`config.mk`:
```
export PLATFORM = sky130hd
export DESIGN_NAME = rca_pipe
export DESIGN_NICKNAME = d
export VERILOG_FILES = /design/src/rtl/tarm_adder_pkg.sv /design/src/rtl/rca_segment.sv /design/src/rtl/rca_pipe.sv
export SDC_FILE = /design/constraint.sdc
export NUM_CORES = 1
export LEC_CHECK = 0
export ABC_AREA = 0
export CORE_MARGIN = 2
export CORE_UTILIZATION = 50
export CTS_CLUSTER_SIZE = 30
export DETAILED_ROUTE_END_ITERATION = 10
export GPL_ROUTABILITY_DRIVEN = 0
export PLACE_DENSITY = 0.95
export SETUP_SLACK_MARGIN = 0.4
export SLEW_MARGIN = 10
export SYNTH_ARGS = -nofsm -noshare
export SYNTH_HDL_FRONTEND = slang
export SYNTH_SLANG_ARGS = --single-unit
```
`constraint.sdc`:
```
create_clock -name clk -period 5.45 [get_ports clk]
set_input_delay 0.545 -clock clk [delete_from_list [all_inputs] [get_ports clk]]
set_output_delay 0.545 -clock clk [all_outputs]
set_load 0.1 [all_outputs]
```
`src/rtl/tarm_adder_pkg.sv`:
```
// Shared types and sizing helpers for the pipelined ripple-carry adder.
package tarm_adder_pkg;

   typedef enum logic {
      EXACT  = 1'b0,
      APPROX = 1'b1
   } approx_mode_e;

   function automatic int seg_width(input int width, input int stages);
      return width / stages;
   endfunction

   // Approximate LSBs that land inside segment s, clamped to that segment.
   function automatic int seg_approx_bits(input int abits, input int sw,
                                          input int s);
      int r;
      r = abits - s * sw;
      if (r < 0)  r = 0;
      if (r > sw) r = sw;
      return r;
   endfunction

endpackage

```
`src/rtl/rca_segment.sv`:
```
// One ripple-carry slice; its low SEG_APPROX_BITS become OR-approximated.
module rca_segment #(
   parameter int SEG_W           = 4,
   parameter int SEG_APPROX_BITS = 0
) (
   input  logic [SEG_W-1:0] a,
   input  logic [SEG_W-1:0] b,
   input  logic             cin,
   input  logic             approx_en,
   output logic [SEG_W-1:0] sum,
   output logic             cout
);

   logic c;

   // In the approximate region the carry is just the generate of the
   // current bit, so the last one becomes the carry into the exact part.
   always_comb begin
      sum = '0;
      c   = cin;
      for (int i = 0; i < SEG_W; i++) begin
         if (approx_en && i < SEG_APPROX_BITS) begin
            sum[i] = a[i] | b[i];
            c      = a[i] & b[i];
         end else begin
            sum[i] = a[i] ^ b[i] ^ c;
            c      = (a[i] & b[i]) | (c & (a[i] ^ b[i]));
         end
      end
      cout = c;
   end

endmodule

```
`src/rtl/rca_pipe.sv`:
```
// Pipelined ripple-carry adder: one segment per stage, valid/ready flow.
module rca_pipe
   import tarm_adder_pkg::*;
#(
   parameter int WIDTH       = 8,
   parameter int STAGES      = 2,
   parameter int APPROX_BITS = 0
) (
   input  logic             clk,
   input  logic             rst_n,
   input  logic             in_valid,
   output logic             in_ready,
   input  logic [WIDTH-1:0] a,
   input  logic [WIDTH-1:0] b,
   input  logic             cin,
   input  logic             approx_en,
   output logic             out_valid,
   input  logic             out_ready,
   output logic [WIDTH-1:0] sum,
   output logic             cout
);

   localparam int SW = seg_width(WIDTH, STAGES);

   if (WIDTH % STAGES != 0) begin : g_bad_split
      $error("rca_pipe: WIDTH must be a multiple of STAGES");
   end
   if (APPROX_BITS < 0 || APPROX_BITS > WIDTH) begin : g_bad_approx
      $error("rca_pipe: APPROX_BITS out of range 0..WIDTH");
   end

   logic en_q;

   // Keeps in_ready low until the first clock edge after reset release.
   always_ff @(posedge clk or negedge rst_n) begin
      if (!rst_n) en_q <= 1'b0;
      else        en_q <= 1'b1;
   end

   for (genvar s = 0; s < STAGES; s++) begin : g_stg
      localparam int IW  = WIDTH - s * SW;
      localparam int SAB = seg_approx_bits(APPROX_BITS, SW, s);

      logic [IW-1:0]       ua, ub;
      logic                uv, uc;
      approx_mode_e        um;
      logic [(s+1)*SW-1:0] sum_d, sum_q;
      logic [SW-1:0]       ssum;
      logic                scout, dn, ld;
      logic                v_q, c_q;

      if (s == 0) begin : g_src
         assign uv    = in_valid & en_q;
         assign ua    = a;
         assign ub    = b;
         assign uc    = cin;
         assign um    = approx_en ? APPROX : EXACT;
         assign sum_d = ssum;
      end else begin : g_src
         assign uv    = g_stg[s-1].v_q;
         assign ua    = g_stg[s-1].g_fwd.a_q;
         assign ub    = g_stg[s-1].g_fwd.b_q;
         assign uc    = g_stg[s-1].c_q;
         assign um    = g_stg[s-1].g_fwd.m_q;
         assign sum_d = {ssum, g_stg[s-1].sum_q};
      end

      if (s == STAGES - 1) begin : g_dn
         assign dn = out_ready;
      end else begin : g_dn
         assign dn = g_stg[s+1].ld;
      end

      assign ld = ~v_q | dn;

      rca_segment #(
         .SEG_W          (SW),
         .SEG_APPROX_BITS(SAB)
      ) u_seg (
         .a        (ua[SW-1:0]),
         .b        (ub[SW-1:0]),
         .cin      (uc),
         .approx_en(um == APPROX),
         .sum      (ssum),
         .cout     (scout)
      );

      always_ff @(posedge clk or negedge rst_n) begin
         if (!rst_n) begin
            v_q   <= 1'b0;
            c_q   <= 1'b0;
            sum_q <= '0;
         end else if (ld) begin
            v_q <= uv;
            if (uv) begin
               c_q   <= scout;
               sum_q <= sum_d;
            end
         end
      end

      // Operand bits still to be added travel with the partial sum.
      if (s < STAGES - 1) begin : g_fwd
         logic [IW-SW-1:0] a_q, b_q;
         approx_mode_e     m_q;

         always_ff @(posedge clk or negedge rst_n) begin
            if (!rst_n) begin
               a_q <= '0;
               b_q <= '0;
               m_q <= EXACT;
            end else if (ld && uv) begin
               a_q <= ua[IW-1:SW];
               b_q <= ub[IW-1:SW];
               m_q <= um;
            end
         end
      end
   end

   assign in_ready  = en_q & g_stg[0].ld;
   assign out_valid = g_stg[STAGES-1].v_q;
   assign sum       = g_stg[STAGES-1].sum_q;
   assign cout      = g_stg[STAGES-1].c_q;

endmodule

```
==> flow_summary.yaml, run 1 <==
global_routing:
  grt_pass1_vias: 705
  grt-ovfl-total: 0
  antenna_found_initial: 0
  track_usage_pct: 14.7
  grt_pass1_wl_um: 2980
  grt_max_degree: 26
placed_design:
  dpl.hpwl_um: 1450
  dp_cells: 142
  place_ws_ns: 2.51
  portBuffers: 31
  placed_area_um2: 1530
timing:
  setup_tns_ns: 0
  relSlewSlack_pct: 30.1
  worst_slew_pin_slew_ns: 1.04
  max_freq_ghz: 0.338
  clock-skew-final_ns: 0.00656
  timing.final.ws_setup_ns: 2.50
  rsz0062_at_grt: "false"
  whs_ns: 0.520
  period_share_pct: 54.2
  drv_slew: 0
  setup_violations: 0
  hold_viol_final: 0
  layout_min_cycle_time_ns: 2.95
layout:
  drive_gt1_share_pct: 17.8
  fin_cells: 146
  area_delta_synth_final_pct: 30.2
  n_antenna_cell: 0
  design_area_um2: 1550
  mostFrequentLayoutCells: "clkdlybuf4s50_1 (31), dfrtp_1 (25), inv_1 (19), mux2_2 (9), fa_1 (8)"
  final_net_count: 149
  post-route-util_pct: 69.5
  layout_commonest_cell: "clkdlybuf4s50_1"
synthesis:
  synth.distinct_cells: 14
  ys_ff_latch: 25
  syn_nets: 114
  yosys_warnings: 0
  synth_top_area_share_pct: 52.5
  syn_avg_cell_area_um2: 14.2
  synth_cells: 84
  syn-cell-area_um2: 1190
  synth_area_leader_cell: "dfrtp_1"
  synth_area_leaders: "dfrtp_1 (52%), fa_1 (13%), mux2_4 (8.8%)"
  seq_area_frac_synth_pct: 52.5
power:
  powerDensity_nw_per_um2: 507
  seqPwrFrac_pct: 34.1
  swShare_pct: 49.8
  leakage_nw: 0.746
  irDropWorstVdd_mv: 0.312
  clockPowerShare_pct: 9.7
  power.internal_mw: 0.395
  combinationalPowerShare_pct: 56.2
  p_sw_mw: 0.392
  fin_total_pwr_mw: 0.787
drt:
  vias_per_cell: 4.73
  dr_total_vias: 690
  wire_per_inst_um: 12.2
  drt_iter0_markers: 1
  drc: 0
  drt-total-wl_um: 1780
  drt_first_pass_iters: 2
  drtAntennaViolNets: 0
clock_tree:
  ctsHtreeMaxLevel: 1
  cts_sinks: 25
  post_cts_buffers: 0
  clockRootBuffer: "clkbuf_4"
  cts_buffer_depth: 2
  numCtsBuffers: 3
  clk_latency_ns: 0.30
  path_clk_slew_ns: 0.12
  cts_tree: "done"
  hold_buffers: 0
  cts.repair.resized: 0
die:
  die_h_um: 52.8
  rows: 17
  core-area_um2: 2230
  initial_core_util_pct: 53.4
  die_w_um: 52.8
  io_pins: 33
  die_area_um2: 2790
worst_setup_path:
  crit_type: "in -> out"
  critPathRequiredTime_ns: 4.91
  cp-end-kind: "output port"
  cp_max_fo: 3
  cp.arrival_ns: 2.41
  start_kind: "input pin"
outcome:
  outcome: "finished clean"
min_path:
  hold_class: "reg -> reg"
job:
  max_cap_viol_count: 0
## path summary, 6_finish.rpt
check                             startpoint                     to  slack, ns  cells past startpoint
worst max-delay path               out_ready               in_ready       2.50                      4
max in group asynchronous              rst_n                 sum[1]       4.02                      1
worst max register to register  g_stg[0].c_q                 sum[7]       3.29                      8
min in group asynchronous              rst_n  g_stg[0].g_fwd.a_q[2]       0.80                      1
worst min register to register        sum[0]                 sum[0]       0.52                      1
worst min-delay path                  sum[0]                 sum[0]       0.52                      1
## layer usage
layer	part of all wire (%)	GRT usage [%]
met5	0	0
met4	0	0
met3	6.6	3.71
met2	54	28.5
met1	40	17.2
## sequential cells by signal, summed over array words and instances (netlist names), 4 cells and up
signal / cells
sum: 8
g_stg.g_fwd.a_q: 4
g_stg.sum_q: 4
g_stg.g_fwd.b_q: 4
## critical path, cell delays in order
cell             delay, ns
clkdlybuf4s50_1       0.46
nand3b_1              0.14
and2_1                0.14
clkdlybuf4s50_1       1.12
## power by group through the flow
stage | registers, mW | logic [mW] | clock network, mW
3_3_place_gp | 0.270 | 0.436 | 0
3_5_place_dp | 0.273 | 0.447 | 0
6_report | 0.268 | 0.442 | 0.0767
5_1_grt | 0.277 | 0.463 | 0.0884
4_1_cts | 0.270 | 0.447 | 0.0791
2_1_floorplan | 0.514 | 0.0919 | 0
## cell families after synthesis
group | share of synthesized area [%]
flops | 52.5
simple gates | 4.51
mux | 22.4
buf+inv | 6.93
fa+ha+maj | 13.4
other cells | 0.314
## cells in the mapped netlist
master     n
mux2i_1    6
conb_1     1
mux2_2     9
and2_1     1
dfrtp_1   25
inv_1     19
nor2b_4    1
fa_1       8
nand3b_1   1
nand2b_1   2
nand2_1    2
buf_6      1
nand2_2    1
mux2_4     7
## layout make-up
type                       count  area (µm²)
clock buffer                   4        26.3
fill                         156         681
inverter                      19        71.3
multi-input combinational     39         484
sequential                    25         626
tap                           28        35.0
timing repair buffer          31         310
Note: power is estimated with default switching activity, not from simulation.
==> run 2, diff against run 1 <==
--- a/config.mk
+++ b/config.mk
@@ -7,11 +7,11 @@
 export LEC_CHECK = 0
 export ABC_AREA = 0
 export CORE_MARGIN = 2
-export CORE_UTILIZATION = 50
+export CORE_UTILIZATION = 42
 export CTS_CLUSTER_SIZE = 30
 export DETAILED_ROUTE_END_ITERATION = 10
 export GPL_ROUTABILITY_DRIVEN = 0
-export PLACE_DENSITY = 0.95
+export PLACE_DENSITY = 0.86
 export SETUP_SLACK_MARGIN = 0.4
 export SLEW_MARGIN = 10
 export SYNTH_ARGS = -nofsm -noshare
==> constraint.sdc (replaced) <==
create_clock -name clk -period 2.42 [get_ports clk]
set_input_delay 0.242 -clock clk [delete_from_list [all_inputs] [get_ports clk]]
set_output_delay 0.242 -clock clk [all_outputs]
set_load 0.1 [all_outputs]
==> run 2 against run 1 <==
- global-route usage down 0.70 points
- sequential power increased by 130%
- worst setup slack got worse by 2.1 ns
- non-clock buffer count grew 3
- combinational power rose by 120%
- final area grew 0.64%
- critical path type is now reg -> reg
- highest routed layer is now met4
==> flow_summary.yaml, run 2 (synthesis results as in run 1) <==
layout:
  post-route-util_pct: 57.2
  n_antenna_cell: 0
  area_delta_synth_final_pct: 31.1
  design_area_um2: 1560
  layout_commonest_cell: "dfrtp_1"
  drive_gt1_share_pct: 40.5
  largest_reg_flops: 8
  mostFrequentLayoutCells: "dfrtp_1 (25), clkdlybuf4s50_1 (17), buf_4 (14), inv_1 (12), mux2_2 (9)"
  final_net_count: 152
die:
  die_h_um: 57.3
  die_w_um: 57.3
  die_area_um2: 3280
  initial_core_util_pct: 43.6
  core-area_um2: 2730
  rows: 19
  io_pins: 33
timing:
  rsz0062_at_grt: "true"
  whs_ns: 0.253
  max_freq_ghz: 0.498
  timing.final.ws_setup_ns: 0.410
  setup_violations: 0
  drv_slew: 0
  hold_viol_final: 0
  layout_min_cycle_time_ns: 2.01
  setup_tns_ns: 0
  period_share_pct: 83.0
  clock-skew-final_ns: 0.00702
global_routing:
  grt_max_degree: 26
  grt-ovfl-total: 0
  grt_pass1_vias: 786
  track_usage_pct: 14.0
  grt_pass1_wl_um: 3370
  antenna_found_initial: 0
  met3_usage_pct: 4.31
  grt_busiest_layer: "met2"
  grt.met2_usage_pct: 24.5
  grtUsageMet1_pct: 16.8
clock_tree:
  clockRootBuffer: "clkbuf_4"
  hold_buffers: 0
  ctsHtreeMaxLevel: 1
  clk_latency_ns: 0.33
  cts_buffer_depth: 2
  cts_tree: "done"
  cts_sinks: 25
  path_clk_slew_ns: 0.14
  numCtsBuffers: 3
worst_setup_path:
  critical_path_buf_inv_count: 3
  cp.arrival_ns: 2.28
  max_stage_delay_ns: 0.41
  start_kind: "flop"
  crit_type: "reg -> reg"
  cp_max_fo: 2
  critPathRequiredTime_ns: 2.69
  r2r_slack_ns: 0.41
  cp_cell_sequence: "inv_1 -> fa_1 -> inv_1 -> fa_2 -> fa_2 -> inv_2 -> fa_1 -> mux2i_1"
  crit_family: "adder cells"
  crit_slowest_cell: "dfrtp_1"
  cp-end-kind: "flop"
drt:
  drtAntennaViolNets: 0
  drt_first_pass_iters: 4
  dr_total_vias: 711
  vias_per_cell: 4.68
  wire_per_inst_um: 12.8
  drc: 0
  drt-total-wl_um: 1950
  drt_iter0_markers: 9
placed_design:
  placed_area_um2: 1510
  place_ws_ns: -0.0311
  dpl.hpwl_um: 1480
  portBuffers: 31
job:
  max_cap_viol_count: 0
outcome:
  outcome: "finished clean"
power:
  powerDensity_nw_per_um2: 1140
  leakage_nw: 0.766
  irDropWorstVdd_mv: 0.800
min_path:
  hold_class: "in -> async"
## run 2: changes by cell type in the layout (fill, tap and decap cells not counted)
cell             previous run  this run
buf_4                       0        14
clkdlybuf4s50_1            31        17
inv_1                      19        12
inv_2                       0         7
fa_1                        8         3
fa_2                        0         5
dlygate4sd2_1               0         3
and2_1                      1         0
and2_2                      0         1
clkbuf_1                    1         0
clkinv_2                    0         1
## run 2: layout make-up
| cell class | instances | area, µm² |
|---|---|---|
| multi-input combinational | 39 | 498 |
| inverter | 19 | 71.3 |
| clock buffer | 3 | 22.5 |
| sequential | 25 | 626 |
| clock inverter | 1 | 5.00 |
| timing repair buffer | 34 | 302 |
| fill | 244 | 1170 |
| tap | 31 | 38.8 |
## run 2: layer usage
metal / vias up / wire length [µm]
met1: 347 / 839
met2: 28 / 929
met3: 3 / 152
met4: 0 / 30
li1: 333 / -
met5: - / 0
## run 2: worst paths after layout
path,depth (start not counted),start,to
hold reg to reg,1,g_stg[0].sum_q[2],g_stg[0].sum_q[2]
setup / recovery,8,g_stg[0].g_fwd.b_q[0],sum[7]
setup reg to reg,8,g_stg[0].g_fwd.b_q[0],sum[7]
min in group clk,4,a[0],g_stg[0].sum_q[0]
max in group asynchronous,2,rst_n,en_q
hold / removal,2,rst_n,g_stg[0].sum_q[2]
## run 2: timing repair
item                       CTS  global route
setup buffers                1             1
setup endpoints to repair    2             1
gates resized for setup     15             0
pin swaps                    5             1
## run 2: per-stage QoR
step                total power, mW  std cells
finish                         1.78        152
global route                   1.88        152
CTS                            1.79        151
detailed placement             1.59        146
global placement               1.57        146
floorplan                      1.36         84
## run 2: power by group
group	internal [mW]	switching (mW)	total, mW	leakage [nW]
clock network	0.0621	0.130	0.192	0.0177
logic	0.270	0.711	0.980	0.455
registers	0.539	0.0716	0.611	0.293
total	0.871	0.912	1.78	0.766
